==> src/rtl/pdh_cmd_pkg.sv <==
// Shared types for the peripheral command dispatcher: opcodes, response
// status codes and the dispatcher FSM state encoding.
package pdh_cmd_pkg;

  typedef enum logic [1:0] {
    OP_NOP   = 2'd0,
    OP_WRITE = 2'd1,
    OP_CLEAR = 2'd2,
    OP_READ  = 2'd3
  } op_e;

  // Codes 1 and 3 are reserved for future error classes.
  typedef enum logic [1:0] {
    STATUS_OK      = 2'd0,
    STATUS_TIMEOUT = 2'd2
  } status_e;

  typedef enum logic [1:0] {
    S_IDLE  = 2'd0,
    S_ISSUE = 2'd1,
    S_WAIT  = 2'd2,
    S_RESP  = 2'd3
  } state_e;

endpackage

==> src/rtl/cmd_dispatch.sv <==
// Single-command dispatcher: strobes a peripheral, waits for its callback to
// settle on the expected value (or times out) and returns a one-cycle response.
module cmd_dispatch
  import pdh_cmd_pkg::*;
#(
  parameter int DATA_WIDTH     = 8,
  parameter int CALLBACK_WIDTH = 8,
  parameter int MIN_WAIT       = 3,
  parameter int TIMEOUT_CYCLES = 1024
) (
  input  logic                      clk,
  input  logic                      rst_i,
  input  logic                      cmd_valid_i,
  output logic                      cmd_ready_o,
  input  logic [1:0]                cmd_op_i,
  input  logic [DATA_WIDTH-1:0]     cmd_data_i,
  output logic                      en_o,
  output logic                      clr_o,
  output logic [DATA_WIDTH-1:0]     data_o,
  input  logic [CALLBACK_WIDTH-1:0] callback_i,
  output logic                      rsp_valid_o,
  output logic [CALLBACK_WIDTH-1:0] rsp_data_o,
  output logic [1:0]                rsp_status_o,
  output logic                      busy_o
);

  localparam int CNT_W = $clog2(TIMEOUT_CYCLES + 1);
  localparam logic [CNT_W-1:0] MIN_CNT  = CNT_W'(MIN_WAIT);
  localparam logic [CNT_W-1:0] LAST_CNT = CNT_W'(TIMEOUT_CYCLES - 1);

  state_e                      state;
  op_e                         op_q;
  logic [CNT_W-1:0]            wait_cnt;
  logic [CALLBACK_WIDTH-1:0]   expected_cb;
  logic                        match;
  logic                        timeout;

  // A WRITE is confirmed by reading its payload back; a CLEAR by reading zero.
  // NOTE: every signal written in always_comb gets a default first so no latch is inferred.
  always_comb begin
    expected_cb = '0;
    if (op_q == OP_WRITE) expected_cb = CALLBACK_WIDTH'(data_o);
    match   = (wait_cnt >= MIN_CNT) && (callback_i == expected_cb);
    timeout = (wait_cnt == LAST_CNT);
  end

  // NOTE: all state and outputs are registered with non-blocking assignments so
  // every branch sees the pre-edge values regardless of statement order.
  always_ff @(posedge clk) begin
    if (rst_i) begin
      state        <= S_IDLE;
      op_q         <= OP_NOP;
      wait_cnt     <= '0;
      cmd_ready_o  <= 1'b1;
      en_o         <= 1'b0;
      clr_o        <= 1'b0;
      data_o       <= '0;
      rsp_valid_o  <= 1'b0;
      rsp_data_o   <= '0;
      rsp_status_o <= STATUS_OK;
      busy_o       <= 1'b0;
    end else begin
      en_o        <= 1'b0;
      clr_o       <= 1'b0;
      rsp_valid_o <= 1'b0;

      case (state)
        S_IDLE: begin
          if (cmd_valid_i && cmd_ready_o) begin
            op_q        <= op_e'(cmd_op_i);
            cmd_ready_o <= 1'b0;
            busy_o      <= 1'b1;
            case (op_e'(cmd_op_i))
              OP_WRITE: begin
                data_o <= cmd_data_i;
                en_o   <= 1'b1;
                state  <= S_ISSUE;
              end
              OP_CLEAR: begin
                data_o <= cmd_data_i;
                clr_o  <= 1'b1;
                state  <= S_ISSUE;
              end
              OP_READ: begin
                rsp_valid_o  <= 1'b1;
                rsp_data_o   <= callback_i;
                rsp_status_o <= STATUS_OK;
                state        <= S_RESP;
              end
              default: begin
                rsp_valid_o  <= 1'b1;
                rsp_data_o   <= '0;
                rsp_status_o <= STATUS_OK;
                state        <= S_RESP;
              end
            endcase
          end
        end

        S_ISSUE: begin
          wait_cnt <= '0;
          state    <= S_WAIT;
        end

        // A qualified match is tested first so it wins over a coincident timeout.
        S_WAIT: begin
          if (match || timeout) begin
            rsp_valid_o  <= 1'b1;
            rsp_data_o   <= callback_i;
            rsp_status_o <= match ? STATUS_OK : STATUS_TIMEOUT;
            state        <= S_RESP;
          end else begin
            wait_cnt <= wait_cnt + CNT_W'(1);
          end
        end

        S_RESP: begin
          cmd_ready_o <= 1'b1;
          busy_o      <= 1'b0;
          state       <= S_IDLE;
        end

        default: begin
          cmd_ready_o <= 1'b1;
          busy_o      <= 1'b0;
          state       <= S_IDLE;
        end
      endcase
    end
  end

endmodule

==> config.mk <==
export PLATFORM = sky130hd
export DESIGN_NAME = cmd_dispatch
export DESIGN_NICKNAME = d
export VERILOG_FILES = /design/src/rtl/pdh_cmd_pkg.sv /design/src/rtl/cmd_dispatch.sv
export SDC_FILE = /design/constraint.sdc
export NUM_CORES = 1
export LEC_CHECK = 0
export ABC_AREA = 1
export ABC_CLOCK_PERIOD_IN_PS = 4250
export BUFFER_PORTS_ARGS = -buffer_cell sky130_fd_sc_hd__buf_2
export CORE_ASPECT_RATIO = 1.75
export CORE_MARGIN = 3
export CORE_UTILIZATION = 55
export CTS_CLUSTER_SIZE = 12
export DETAILED_ROUTE_END_ITERATION = 16
export PLACE_DENSITY = 0.85
export SYNTH_ARGS = -nofsm -noshare
export SYNTH_HDL_FRONTEND = slang
export SYNTH_SLANG_ARGS = --single-unit
export TNS_END_PERCENT = 1
==> constraint.sdc <==
create_clock -name clk -period 4.25 [get_ports clk]
set_input_delay 0.425 -clock clk [delete_from_list [all_inputs] [get_ports clk]]
set_output_delay 0.425 -clock clk [all_outputs]
set_load 0.1 [all_outputs]
==> metrics.md, run 1 <==
| Metric | Value |
|---|---|
| Setup violators final | `0` |
| Adder-cell share of the synthesized area | `0.0427` |
| # DRC | `0` |
| Number of diodes | `0` |
| HP Class | `input pin to register` |
| Post-synthesis mux area share | `0` |
| Final min period | `2.16 ns` |
| Mapped cell area | `around 0.002 mm^2` |
| Largest net degree at the start of global routing | `29` |
| Hpwl dp | `between 3000 and 4000 um` |
| Postcts setup bufs | `0` |
| Initial antenna violation count | `0` |
| Initial Util | `0.592` |
| Status | `completed` |
| Post-synthesis sequential area ratio | `0.361` |
| Chip height | `86.8 um` |
| Relative slew slack | `0.469` |
| Number of enable flip-flop cells after synthesis | `0` |
| H-tree Lvls | `2` |
| Sum Neg Setup Slack | `0 ns` |
| Critical path data required time | `about 4.5 ns` |
| Final Max Tran Viols | `0` |
| GRT Overall Usage | `0.238` |
| Final net count | `around 360` |
| Die area | `0.00453 mm^2` |
| Synth async-reset ratio | `0` |
| Lkg Pwr | `1.12 nW` |
| Insertion delay to the later sink of the worst-skew pair | `0.29 ns` |
| CTS tree | `built` |
| CTS Hold Bufs | `0` |
| Top post-synthesis cells by area | `dfxtp_1 36%, nor2_1 9.9%, nand2_1 9.5%, nand3_1 6.3%, nand3_2 4.9%` |
| TritonRoute pass-1 iters | `4` |
| First-pass GRT wire length | `8300 um` |
| Share of layout cells above drive strength 1 | `0.213` |
| Synth Area in Simple Gates | `0.381` |
| Yosys cell types | `33` |
| CP max FO | `21` |
| Top cells by count, synth | `54 x nor2_1, 52 x nand2_1, 37 x dfxtp_1` |
| Period utilization | `0.509` |
| Post-Route WL | `4790 um` |
| Worst-Margin Slew | `0.796 ns` |
| ANT nets after route | `0` |
| Pwr Density | `791 mW/mm^2` |
| Via density | `5.40` |
| Fin area | `0.00233 mm^2` |
| IO Pins | `44` |
| FMAX | `approximately 460 MHz` |
| Critical Path End Type | `register` |
| Area grow syn2layout | `13.5%` |
| Synth top area share | `0.361` |
| Clock tree sinks | `37` |
| CP Launch Type | `register` |
| Cell with the most instances after synthesis | `nor2_1` |
| Vias in the first global route | `1,992` |
| Final Skew | `approximately 0.0033 ns` |
| Post-Synth XOR/XNOR Area | `0.00854` |
| FP Rows | `28` |
| RePlAce Congestion | `0.885` |
| Syn nets | `roughly 320` |
| Via Count | `2,045` |
| Arrival @ worst endpoint | `2.39 ns` |
| IO buf count | `between 40 and 50` |
| Placed inst area | `around 0.0022 mm^2` |
| Setup CP Type | `register to register` |
| Ys Warns | `0` |
| Seq cells post-synth | `37` |
| Num CTS Buffers | `5` |
| Chip Width | `52.2 um` |
| WL/cell | `roughly 13 um` |
| Clock transition at path regs | `about 0.070 ns` |
| CTS root buf | `clkbuf_8` |
| Maximum clock path buffer count | `2` |
| MaxCap Viol Count | `0` |
| Cells after Synth | `296` |
| Mapped Avg Cell Area | `6.93 um^2` |
| Unrepaired setup endpoints after global routing | `no` |
| DRT iter0 DRCs | `50` |
| Compound-cell area share of the yosys netlist | `0.112` |
| Grt total ovfl | `0` |
| Max IR drop VDD | `547 uV` |
| Most used DFF post-synth | `dfxtp_1` |
| Largest family of logic cells by synthesized area | `simple AND/OR/NAND/NOR gates` |
| Final Hold Fails | `0` |
| Leading area contributor after synthesis | `dfxtp_1` |
| Area of the core | `0.00347 mm^2` |
| Cts repair resizes | `0` |
-- through the flow --
step           utilization  power (mW)  instances  setup slack (ns)  hold WS (ns)
5_1_grt              0.671        1.96        379              1.84         0.368
2_1_floorplan            -        1.42        296              2.01         0.466
4_1_cts              0.671        1.84        379              2.10         0.353
3_3_place_gp         0.646        1.57        372              2.15         0.461
3_5_place_dp         0.646        1.59        372              2.11         0.471
6_report             0.671        1.84        379              2.09         0.361
-- cell type report --
| class | count | area, um^2 |
|---|---|---|
| Timing Repair Buffer | 42 | 210 |
| Tap cell | 45 | 56.3 |
| Sequential cell | 37 | 741 |
| Inverter | 29 | 114 |
| Multi-Input combinational cell | 219 | 1120 |
| Clock buffer | 7 | 86.3 |
| Fill cell | 306 | 1140 |
-- sequential cells by signal, summed over array words and instances (netlist names) --
register / flops
wait_cnt: 11
state: 2
rsp_data_o: 8
rsp_status_o: 1
cmd_ready_o: 1
clr_o: 1
en_o: 1
data_o: 8
busy_o: 1
op_q: 2
rsp_valid_o: 1
-- cell usage in the layout (no fill, tap or decap) --
cell	instances
clkinv_1	2
a31o_2	1
ha_1	7
a221oi_1	1
o21ai_1	7
buf_2	42
nor2_4	1
nor2_1	54
nand2_4	1
o21a_1	1
clkbuf_1	1
nand4_1	8
nand2_1	52
inv_1	24
nor2_2	3
nand3_2	10
or2_1	1
nor3b_1	2
nor4_1	1
or2_2	2
dfxtp_1	37
nor3_1	2
conb_1	1
nand2_2	2
o21ai_0	15
inv_4	2
xnor2_1	1
clkbuf_8	6
xor2_1	1
a21oi_1	19
nand3_1	26
inv_2	1
-- critical path, stage by stage, from the launching register on --
cell     delay, ns
dfxtp_1       0.58
inv_4         0.07
nor2_4        0.17
nand2_1       0.07
nand2_1       0.06
nand3_1       0.08
nor2_1        0.18
nand3_2       0.13
nand2_2       0.08
nand2_2       0.27
nand2_1       0.23
nand2_1       0.07
a21oi_1       0.11
-- path summary, 6_finish.rpt --
path	to	start	cells after the start	slack (ns)
setup / recovery	wait_cnt[8]	op_q[0]	12	2.09
hold / removal	data_o[1]	cmd_data_i[1]	3	0.36
setup reg to reg	wait_cnt[8]	op_q[0]	12	2.09
hold reg to reg	busy_o	busy_o	2	0.47
-- kinds of logic after synthesis --
group           count (synthesis)
buf+inv                        40
compound gates                 44
other cells                     1
xor+xnor                        2
fa+ha+maj                       7
simple gates                  165
flops                          37
-- report_power, final --
part | switching (mW) | internal, mW
sequential | 0.0873 | 0.445
combinational | 0.803 | 0.255
clock | 0.122 | 0.129
-- metal layers --
| layer | track usage | vias up | wire [um] |
|---|---|---|---|
| li1 | - | 1039 | - |
| met3 | 0.0396 | 11 | 164 |
| met2 | 0.452 | 37 | 2690 |
| met4 | 0.112 | 0 | 106 |
| met5 | 0 | - | 0 |
| met1 | 0.239 | 958 | 1830 |
(Power assumes the default switching activity.)
==> run 2, diff against run 1 <==
--- a/config.mk
+++ b/config.mk
@@ -6,14 +6,14 @@
 export NUM_CORES = 1
 export LEC_CHECK = 0
 export ABC_AREA = 1
-export ABC_CLOCK_PERIOD_IN_PS = 4250
+export ABC_CLOCK_PERIOD_IN_PS = 1800
 export BUFFER_PORTS_ARGS = -buffer_cell sky130_fd_sc_hd__buf_2
 export CORE_ASPECT_RATIO = 1.75
 export CORE_MARGIN = 3
-export CORE_UTILIZATION = 55
+export CORE_UTILIZATION = 49
 export CTS_CLUSTER_SIZE = 12
 export DETAILED_ROUTE_END_ITERATION = 16
-export PLACE_DENSITY = 0.85
+export PLACE_DENSITY = 0.81
 export SYNTH_ARGS = -nofsm -noshare
 export SYNTH_HDL_FRONTEND = slang
 export SYNTH_SLANG_ARGS = --single-unit
==> constraint.sdc (replaced) <==
create_clock -name clk -period 1.8 [get_ports clk]
set_input_delay 0.18 -clock clk [delete_from_list [all_inputs] [get_ports clk]]
set_output_delay 0.18 -clock clk [all_outputs]
set_load 0.1 [all_outputs]
==> metrics.md, run 2 (synthesized netlist as in run 1, its figures left out) <==
| Metric | Value |
|---|---|
| Status | `completed` |
| Num CTS Buffers | `5 (unchanged)` |
| Pwr Density | `1770 mW/mm^2 (+120%)` |
| IO buf count | `42 (unchanged)` |
| DRT iter0 DRCs | `50 (unchanged)` |
| FMAX | `560 MHz (+21%)` |
| Initial Util | `0.521 (-0.0710)` |
| MaxCap Viol Count | `0 (unchanged)` |
| Most frequent cells in the layout | `53 x nor2_1, 51 x nand2_1, 42 x buf_2` |
| CP Launch Type | `register` |
| Clock tree sinks | `37 (unchanged)` |
| Via Count | `2,173 (+6.3%)` |
| Insertion delay to the later sink of the worst-skew pair | `0.29 ns (about the same)` |
| Leading cell type in the layout, fill and taps excluded | `nor2_1` |
| # DRC | `0 (unchanged)` |
| Final Skew | `0.00597 ns (+0.00265 ns)` |
| HP Class | `input pin to register` |
| Setup CP Type | `register to register` |
| FP Rows | `30 (+7.1%)` |
| RePlAce Congestion | `0.863 (-2.5%)` |
| Final Max Tran Viols | `0 (unchanged)` |
| Top Registers | `wait_cnt: 11 flops, data_o: 8 flops, rsp_data_o: 8 flops` |
| CTS root buf | `clkbuf_8` |
| WL/cell | `13.5 um (+7.1%)` |
| CTS tree | `built` |
| Initial antenna violation count | `0 (unchanged)` |
| Max IR drop VDD | `1050 uV (+91%)` |
| Chip height | `91.6 um (+5.5%)` |
| TritonRoute pass-1 iters | `5 (+1)` |
| Die area | `0.00503 mm^2 (+11%)` |
| Area grow syn2layout | `30.6%` |
| Critical Path End Type | `register` |
| Fin area | `0.00268 mm^2 (+15%)` |
| Grt total ovfl | `0 (unchanged)` |
| Clock transition at path regs | `0.08 ns (about the same)` |
| Vias in the first global route | `2,062 (+3.5%)` |
| Biggest register | `wait_cnt` |
| Max FFs per register | `11 (unchanged)` |
| Arrival @ worst endpoint | `1.97 ns (-0.42 ns)` |
| Share of the core filled with cells | `0.680 (+0.00864)` |
| CTS Hold Bufs | `0 (unchanged)` |
| Area of the core | `0.00394 mm^2 (+14%)` |
| IO Pins | `44 (unchanged)` |
| Setup violators final | `0 (unchanged)` |
| H-tree Lvls | `2 (unchanged)` |
| First-pass GRT wire length | `8720 um (+5.1%)` |
| Lkg Pwr | `1.25 nW (+12%)` |
| Hpwl dp | `3940 um (+10%)` |
| Final min period | `1.79 ns (-0.375 ns)` |
| CP max FO | `7 (-67%)` |
| Final net count | `387 (+6.9%)` |
| Placed inst area | `0.00243 mm^2 (+8.4%)` |
| Chip Width | `54.9 um (+5.3%)` |
| Critical path data required time | `1.98 ns (-2.50 ns)` |
| Via density | `5.33 (-1.3%)` |
| GRT Overall Usage | `0.229 (-0.00874)` |
| Period utilization | `0.993 (+0.484)` |
| Maximum clock path buffer count | `2 (unchanged)` |
| Filler cells | `337 (+10%)` |
| Number of diodes | `0 (unchanged)` |
| ANT nets after route | `0 (unchanged)` |
| Largest net degree at the start of global routing | `22 (-24%)` |
| Share of layout cells above drive strength 1 | `0.319 (+0.107)` |
| Post-Route WL | `5520 um (+15%)` |
| Unrepaired setup endpoints after global routing | `yes` |
| Final Hold Fails | `0 (unchanged)` |
[run 2: changes by cell type in the layout (fill, tap and decap cells not counted), moves of 4 or more]
cell	previous run	this run
dfxtp_1	37	32
dfxtp_2	0	4
buf_4	0	20
nand3_4	0	4
nand3_1	26	21
[run 2: final timing paths]
kind                 start           to  slack [ns]  cells past startpoint
max                op_q[0]  wait_cnt[0]        0.01                     12
min          cmd_data_i[7]    data_o[7]        0.11                      3
max reg2reg        op_q[0]  wait_cnt[0]        0.01                     12
min reg2reg         busy_o       busy_o        0.48                      2
[run 2: final cells by class]
| type | instances | area (um^2) | share of cell area |
|---|---|---|---|
| clock buffers | 7 | 96.3 | 0.0359 |
| well taps | 48 | 60.1 | 0.0224 |
| repair buffers | 65 | 412 | 0.154 |
| clock inverters | 1 | 5.00 | 0.00187 |
| multi-input cells | 221 | 1240 | 0.462 |
| flip-flops and latches | 37 | 749 | 0.280 |
| inverters | 29 | 120 | 0.0448 |
[run 2: metal layers]
| layer | part of all wire | track usage |
|---|---|---|
| met5 | 0 | 0 |
| met3 | 0.054 | 0.0525 |
| met4 | 0.040 | 0.0933 |
| met2 | 0.55 | 0.414 |
| met1 | 0.36 | 0.235 |
[run 2: what timing repair did]
| item | CTS | global route |
|---|---|---|
| buffers inserted | 0 | 2 |
| resized for setup | 5 | 25 |
| cloned | 0 | 2 |
| setup endpoints to repair | 13 | 23 |
| pin swaps | 0 | 14 |
[run 2: where the power goes]
| part | total (mW) | internal (mW) | switching [mW] |
|---|---|---|---|
| logic | 2.84 | 0.786 | 2.06 |
| clock network | 0.653 | 0.346 | 0.307 |
| registers | 1.25 | 1.06 | 0.192 |
| total | 4.75 | 2.20 | 2.55 |
[run 2: worst max-delay path, cell delays in order (launching register included)]
cell	delay [ns]
dfxtp_4	0.37
inv_4	0.04
nor2_4	0.17
nand2_1	0.08
nand2_1	0.08
nand3_2	0.08
nor2_2	0.19
nand3_4	0.13
nand2_4	0.14
nand2_8	0.08
buf_12	0.14
a21oi_1	0.11
nor2_1	0.06
[run 2: through the flow]
stage / hold WS, ns / total power [mW] / worst slack [ns] / TNS, ns / std cells
floorplan: 0.315 / 3.37 / -0.231 / -4.53 / 296
global placement: 0.399 / 3.87 / -0.00495 / -0.00515 / 396
detailed placement: 0.408 / 3.93 / -0.110 / -0.707 / 396
CTS: 0.109 / 4.58 / -0.00709 / -0.00709 / 404
global route: 0.119 / 5.05 / -0.0827 / -0.754 / 408
finish: 0.106 / 4.75 / 0.0128 / 0 / 408
